<file path="src/rtl/regfile_wb_scheduler_if.sv">
// Write-back scheduler bus: two write-back requesters, decode issue
// port and the register file write port.
interface regfile_wb_scheduler_if;
    logic        req0_valid;
    logic        req0_ready;
    logic [4:0]  req0_rd;
    logic [31:0] req0_data;
    logic        req1_valid;
    logic        req1_ready;
    logic [4:0]  req1_rd;
    logic [31:0] req1_data;
    logic        issue_valid;
    logic [4:0]  issue_rs1;
    logic [4:0]  issue_rs2;
    logic [4:0]  issue_rd;
    logic        issue_wr;
    logic        issue_stall;
    logic        rf_reg_write;
    logic [4:0]  rf_write_reg;
    logic [31:0] rf_write_data;

    modport master (
        output req0_valid, req0_rd, req0_data,
        output req1_valid, req1_rd, req1_data,
        output issue_valid, issue_rs1, issue_rs2,
        output issue_rd, issue_wr,
        input  req0_ready, req1_ready, issue_stall,
        input  rf_reg_write, rf_write_reg, rf_write_data
    );

    modport slave (
        input  req0_valid, req0_rd, req0_data,
        input  req1_valid, req1_rd, req1_data,
        input  issue_valid, issue_rs1, issue_rs2,
        input  issue_rd, issue_wr,
        output req0_ready, req1_ready, issue_stall,
        output rf_reg_write, rf_write_reg, rf_write_data
    );
endinterface

</file>
<file path="src/rtl/regfile_wb_scheduler.sv">
// Round-robin write-back scheduler for the 32x32 register file.
// Define RF_WB_SCOREBOARD_EN to add the RAW/WAW issue scoreboard.
module regfile_wb_scheduler (
    input logic                   clk,
    input logic                   reset,
    regfile_wb_scheduler_if.slave bus
);
    logic        rr;
    logic        grant0;
    logic        grant1;
    logic        hs;
    logic [4:0]  g_rd;
    logic [31:0] g_data;
    logic        wr_q;
    logic [4:0]  reg_q;
    logic [31:0] data_q;

    // rr names the requester that wins when both are valid
    always_comb begin
        grant0 = bus.req0_valid && (!bus.req1_valid || !rr);
        grant1 = bus.req1_valid && (!bus.req0_valid || rr);
        hs     = grant0 || grant1;
        g_rd   = grant1 ? bus.req1_rd : bus.req0_rd;
        g_data = grant1 ? bus.req1_data : bus.req0_data;
    end

    assign bus.req0_ready    = grant0;
    assign bus.req1_ready    = grant1;
    assign bus.rf_reg_write  = wr_q;
    assign bus.rf_write_reg  = reg_q;
    assign bus.rf_write_data = data_q;

    always_ff @(posedge clk or posedge reset) begin
        if (reset) begin
            rr     <= 1'b0;
            wr_q   <= 1'b0;
            reg_q  <= 5'd0;
            data_q <= 32'd0;
        end else begin
            wr_q <= hs && (g_rd != 5'd0);
            if (hs) begin
                reg_q  <= g_rd;
                data_q <= g_data;
                rr     <= grant0;
            end
        end
    end

`ifdef RF_WB_SCOREBOARD_EN
    logic [31:0] busy;
    logic [31:0] busy_nxt;
    logic        stall;
    logic        accept;

    always_comb begin
        stall = bus.issue_valid
              && (busy[bus.issue_rs1] || busy[bus.issue_rs2]
              || (bus.issue_wr && busy[bus.issue_rd]));
        accept = bus.issue_valid && !stall;
        busy_nxt = busy;
        if (wr_q)
            busy_nxt[reg_q] = 1'b0;
        // set after clear so a forced same-register collision keeps busy
        if (accept && bus.issue_wr && (bus.issue_rd != 5'd0))
            busy_nxt[bus.issue_rd] = 1'b1;
        busy_nxt[0] = 1'b0;
    end

    assign bus.issue_stall = stall;

    always_ff @(posedge clk or posedge reset) begin
        if (reset)
            busy <= 32'd0;
        else
            busy <= busy_nxt;
    end
`else
    logic unused_issue;
    assign unused_issue = ^{bus.issue_valid, bus.issue_rs1,
                            bus.issue_rs2, bus.issue_rd,
                            bus.issue_wr};
    assign bus.issue_stall = 1'b0;
`endif
endmodule

</file>
<file path="src/flat_wrapper.sv">
// flat-port wrapper written by rule: the top's interface ports become plain ports
module regfile_wb_scheduler_flat 
  (clk, reset, bus_req0_valid, bus_req0_rd, bus_req0_data, bus_req1_valid, bus_req1_rd, bus_req1_data, bus_issue_valid, bus_issue_rs1, bus_issue_rs2, bus_issue_rd, bus_issue_wr, bus_req0_ready, bus_req1_ready, bus_issue_stall, bus_rf_reg_write, bus_rf_write_reg, bus_rf_write_data);
  regfile_wb_scheduler_if bus_i ();
  input logic clk;
  input logic reset;
  input wire logic [$bits(bus_i.req0_valid)-1:0] bus_req0_valid;
  input wire logic [$bits(bus_i.req0_rd)-1:0] bus_req0_rd;
  input wire logic [$bits(bus_i.req0_data)-1:0] bus_req0_data;
  input wire logic [$bits(bus_i.req1_valid)-1:0] bus_req1_valid;
  input wire logic [$bits(bus_i.req1_rd)-1:0] bus_req1_rd;
  input wire logic [$bits(bus_i.req1_data)-1:0] bus_req1_data;
  input wire logic [$bits(bus_i.issue_valid)-1:0] bus_issue_valid;
  input wire logic [$bits(bus_i.issue_rs1)-1:0] bus_issue_rs1;
  input wire logic [$bits(bus_i.issue_rs2)-1:0] bus_issue_rs2;
  input wire logic [$bits(bus_i.issue_rd)-1:0] bus_issue_rd;
  input wire logic [$bits(bus_i.issue_wr)-1:0] bus_issue_wr;
  output wire logic [$bits(bus_i.req0_ready)-1:0] bus_req0_ready;
  output wire logic [$bits(bus_i.req1_ready)-1:0] bus_req1_ready;
  output wire logic [$bits(bus_i.issue_stall)-1:0] bus_issue_stall;
  output wire logic [$bits(bus_i.rf_reg_write)-1:0] bus_rf_reg_write;
  output wire logic [$bits(bus_i.rf_write_reg)-1:0] bus_rf_write_reg;
  output wire logic [$bits(bus_i.rf_write_data)-1:0] bus_rf_write_data;
  assign bus_i.req0_valid = bus_req0_valid;
  assign bus_i.req0_rd = bus_req0_rd;
  assign bus_i.req0_data = bus_req0_data;
  assign bus_i.req1_valid = bus_req1_valid;
  assign bus_i.req1_rd = bus_req1_rd;
  assign bus_i.req1_data = bus_req1_data;
  assign bus_i.issue_valid = bus_issue_valid;
  assign bus_i.issue_rs1 = bus_issue_rs1;
  assign bus_i.issue_rs2 = bus_issue_rs2;
  assign bus_i.issue_rd = bus_issue_rd;
  assign bus_i.issue_wr = bus_issue_wr;
  assign bus_req0_ready = bus_i.req0_ready;
  assign bus_req1_ready = bus_i.req1_ready;
  assign bus_issue_stall = bus_i.issue_stall;
  assign bus_rf_reg_write = bus_i.rf_reg_write;
  assign bus_rf_write_reg = bus_i.rf_write_reg;
  assign bus_rf_write_data = bus_i.rf_write_data;
  regfile_wb_scheduler u_core (.clk(clk), .reset(reset), .bus(bus_i));
endmodule
</file>
<file path="config.mk">
export PLATFORM = sky130hd
export DESIGN_NAME = regfile_wb_scheduler_flat
export DESIGN_NICKNAME = d
export VERILOG_FILES = /design/src/rtl/regfile_wb_scheduler_if.sv /design/src/rtl/regfile_wb_scheduler.sv /design/src/flat_wrapper.sv
export SDC_FILE = /design/constraint.sdc
export NUM_CORES = 1
export LEC_CHECK = 0
export BUFFER_PORTS_ARGS = -buffer_cell sky130_fd_sc_hd__buf_2
export CORE_UTILIZATION = 37
export CTS_BUF_LIST = sky130_fd_sc_hd__clkbuf_4
export CTS_CLUSTER_SIZE = 40
export DETAILED_ROUTE_END_ITERATION = 6
export PLACE_DENSITY = 0.75
export SLEW_MARGIN = 10
export SYNTH_ARGS = -nofsm -noshare
export SYNTH_HDL_FRONTEND = slang
export SYNTH_SLANG_ARGS = --single-unit
</file>
<file path="constraint.sdc">
create_clock -name clk -period 1.1 [get_ports clk]
set_input_delay 0.22 -clock clk [delete_from_list [all_inputs] [get_ports clk]]
set_output_delay 0.22 -clock clk [all_outputs]
set_load 0.005 [all_outputs]
</file>
==> flow_summary.ini <==
[outcome]
status = finished with violations
violations = setup timing

[routing]
drc_errors = 0
vias = 1721
dr.pass1.iters = 5
routed_wirelength_mm = 4.98
drt-initial-drc-count = 71
wl_per_cell_um = 14.5
vias_per_cell = 5.00
ant_nets = 0

[synth]
yosysTopAreaCellShare_pct = 53.4
ys_ff_latch = 39
synth_area_leaders = dfrtp_1, o221a_2, or3_1
synth_nets = 240
synth_cells = 145
ys_types = 16
syn_avg_cell_area_um2 = 12.6
yosysSeqAreaShare_pct = 53.4
yosysTopAreaCell = dfrtp_1
synth_warnings = 0
synth_area_um2 = 1830

[sta]
hold_violations = 0
fin_crit_sh_pct = 127
fmax_ghz = 0.716
slew_viol_final = 0
rsz0062_at_grt = true
skew_ns = 0.00851
finalSetupViolations = 40
min_period_ns = 1.40
layout_setup_ws_ns = -0.297

[grt]
grt_overflow = 0
grt_pass1_wl_mm = 7.62
grt_pass1_vias = 1579
grt_start_max_net_pins = 23
antenna_found_initial = 0
grt_usage_pct = 19.3

[critical_path]
crit_family = flip-flops
cp_data_arrival_time_ns = 1.18
end_kind = output pin
required_ns = 0.88
worst-setup-path-type = reg2out
critPathBufInv = 3
cpPeakStageDelay_ns = 0.40
critPathSlowestCell = dfrtp_1
critPathLaunchType = register
crit_chain = nand2b_4 -> nand2_4 -> buf_12 -> inv_4 -> buf_6
path_max_fanout = 3

[cells_and_area]
drive_above_1_share_pct = 66.1
antennaDiodeCount = 0
largest_register_ff_count = 32
final_area_um2 = 2760
nets = 371
syn_to_final_growth_pct = 50.9
nFillCells = 376

[power]
power_frac_clock_pct = 21.7
ir_worst_vdd_v = 0.000541
switchingPower_w = 0.000892
p_seq_share_pct = 50.0
switching_share_pct = 26.5
power_density_nw_per_um2 = 1220
p_leak_nw = 1.30
pwr-share-comb_pct = 28.3
p_int_w = 0.00248

[clock_tree]
clkTransAtPathRegs_ns = 0.12
h-tree-depth = 2
clk_path_buf_depth = 2
cts_tree = done
clock_latency_ns = 0.33
cts_made_buffers = 5
cts_root_buffer = clkbuf_4
cts.sinks = 39

[floorplan]
die_area_um2 = 5220
start_util_pct = 38.7
die_h_um = 72.3
ios = 136
std_cell_rows = 25
die_w_um = 72.3
coreArea_um2 = 4720

[place]
post-place-ws_ns = -0.0928
place_area_um2 = 2570
place_hpwl_mm = 3.60
routabilityCongestion = 0.765
io_buffers = 117

[run]
drv_cap = 0

[worst_hold_path]
hp-class = in2reg
-- power by group through the flow --
stage / Combinational (W) / Sequential (W) / Clock (W)
CTS: 0.000947 / 0.00169 / 0.000777
detailed placement: 0.000866 / 0.00171 / 0
global placement: 0.000851 / 0.00171 / 0
finish: 0.000953 / 0.00169 / 0.000731
global route: 0.00104 / 0.00171 / 0.000851
floorplan: 0.000407 / 0.00173 / 0
-- repair_timing --
item,in CTS,in global routing
resized for setup,3,5
cloned,2,0
buffers inserted,3,1
endpoints found under the hold margin,39,0
pin swaps,0,0
endpoints found under the setup margin,40,77
hold buffers,1,0
-- cell usage after synthesis --
master     n
o22ai_1    1
conb_1     1
dfrtp_1   39
o21ai_0    1
nand2b_1   1
buf_2      4
inv_1      4
o221a_2   29
or3_1     37
buf_6      7
or4_1      2
buf_4      3
nor2_1     2
o221a_1    8
nand2_1    3
clkbuf_1   3
-- metrics by stage --
step                      TNS, ns  util, %  instances  power [W]  hold slack (ns)
after global placement      -1.91     54.4        329    0.00256            0.258
final                       -7.61     58.4        344    0.00337            0.146
after CTS                   -8.23     57.8        343    0.00341            0.133
after detailed placement    -2.68     54.4        329    0.00258            0.262
after floorplan           -0.0600        -        145    0.00214            0.192
after global routing       -10.36     58.4        344    0.00360            0.123
-- worst paths after layout --
kind / startpoint / end / slack (ns) / depth (start not counted)
min reg2reg: u_core.rr / u_core.rr / 0.57 / 2
max in group asynchronous: reset / u_core.bus.rf_write_data[0] / 0.40 / 4
min: bus_req0_data[27] / u_core.bus.rf_write_data[27] / 0.15 / 2
max reg2reg: u_core.rr / u_core.bus.rf_write_reg[1] / -0.27 / 5
max: u_core.rr / bus_req1_ready / -0.30 / 5
min in group asynchronous: reset / u_core.bus.rf_write_data[25] / 0.46 / 4
-- final cells by class --
| type | count | area, um^2 | share of cell area [%] |
|---|---|---|---|
| flip-flops and latches | 39 | 976 | 35.4 |
| multi-input cells | 85 | 721 | 26.1 |
| clock buffers | 7 | 52.6 | 1.91 |
| clock inverters | 1 | 5.00 | 0.182 |
| inverters | 4 | 21.3 | 0.772 |
| repair buffers | 141 | 897 | 32.5 |
| well taps | 67 | 83.8 | 3.04 |
-- routing by layer --
layer / share of wire [%] / routed length, um / GRT usage (%)
met5: 0 / 0 / 0
met4: 0.40 / 20 / 5.45
met3: 6.2 / 310 / 5.14
met2: 48 / 2400 / 32.3
met1: 45 / 2250 / 24.8
-- worst register-to-register path: cells and delay by family, from the launching register on --
family                 cells  cell delay (ns)
buffers and inverters      2             0.43
and+or+nand+nor            2             0.19
AOI/OAI and AO/OA          1             0.27
DFF                        1             0.38
-- layout by cell type, fill, tap and decap left out, types with 2 or more instances in the layout --
cell type,Yosys,layout
buf_4,3,15
or3_1,37,37
clkbuf_4,0,7
buf_2,4,115
bufbuf_16,0,2
nor2_1,2,2
or4_1,2,2
o221a_1,8,8
dfrtp_1,39,39
o221a_2,29,29
buf_12,0,5
buf_6,7,3
-- cells by family (layout without fill, tap and decap cells) --
logic type | Yosys count | in the layout | share of synthesized area [%]
flops | 39 | 39 | 53.4
compound gates | 39 | 39 | 23.4
other cells | 1 | 1 | 0.205
buf+inv | 21 | 153 | 8.08
simple gates | 45 | 45 | 14.9
(Power assumes the default switching activity.)
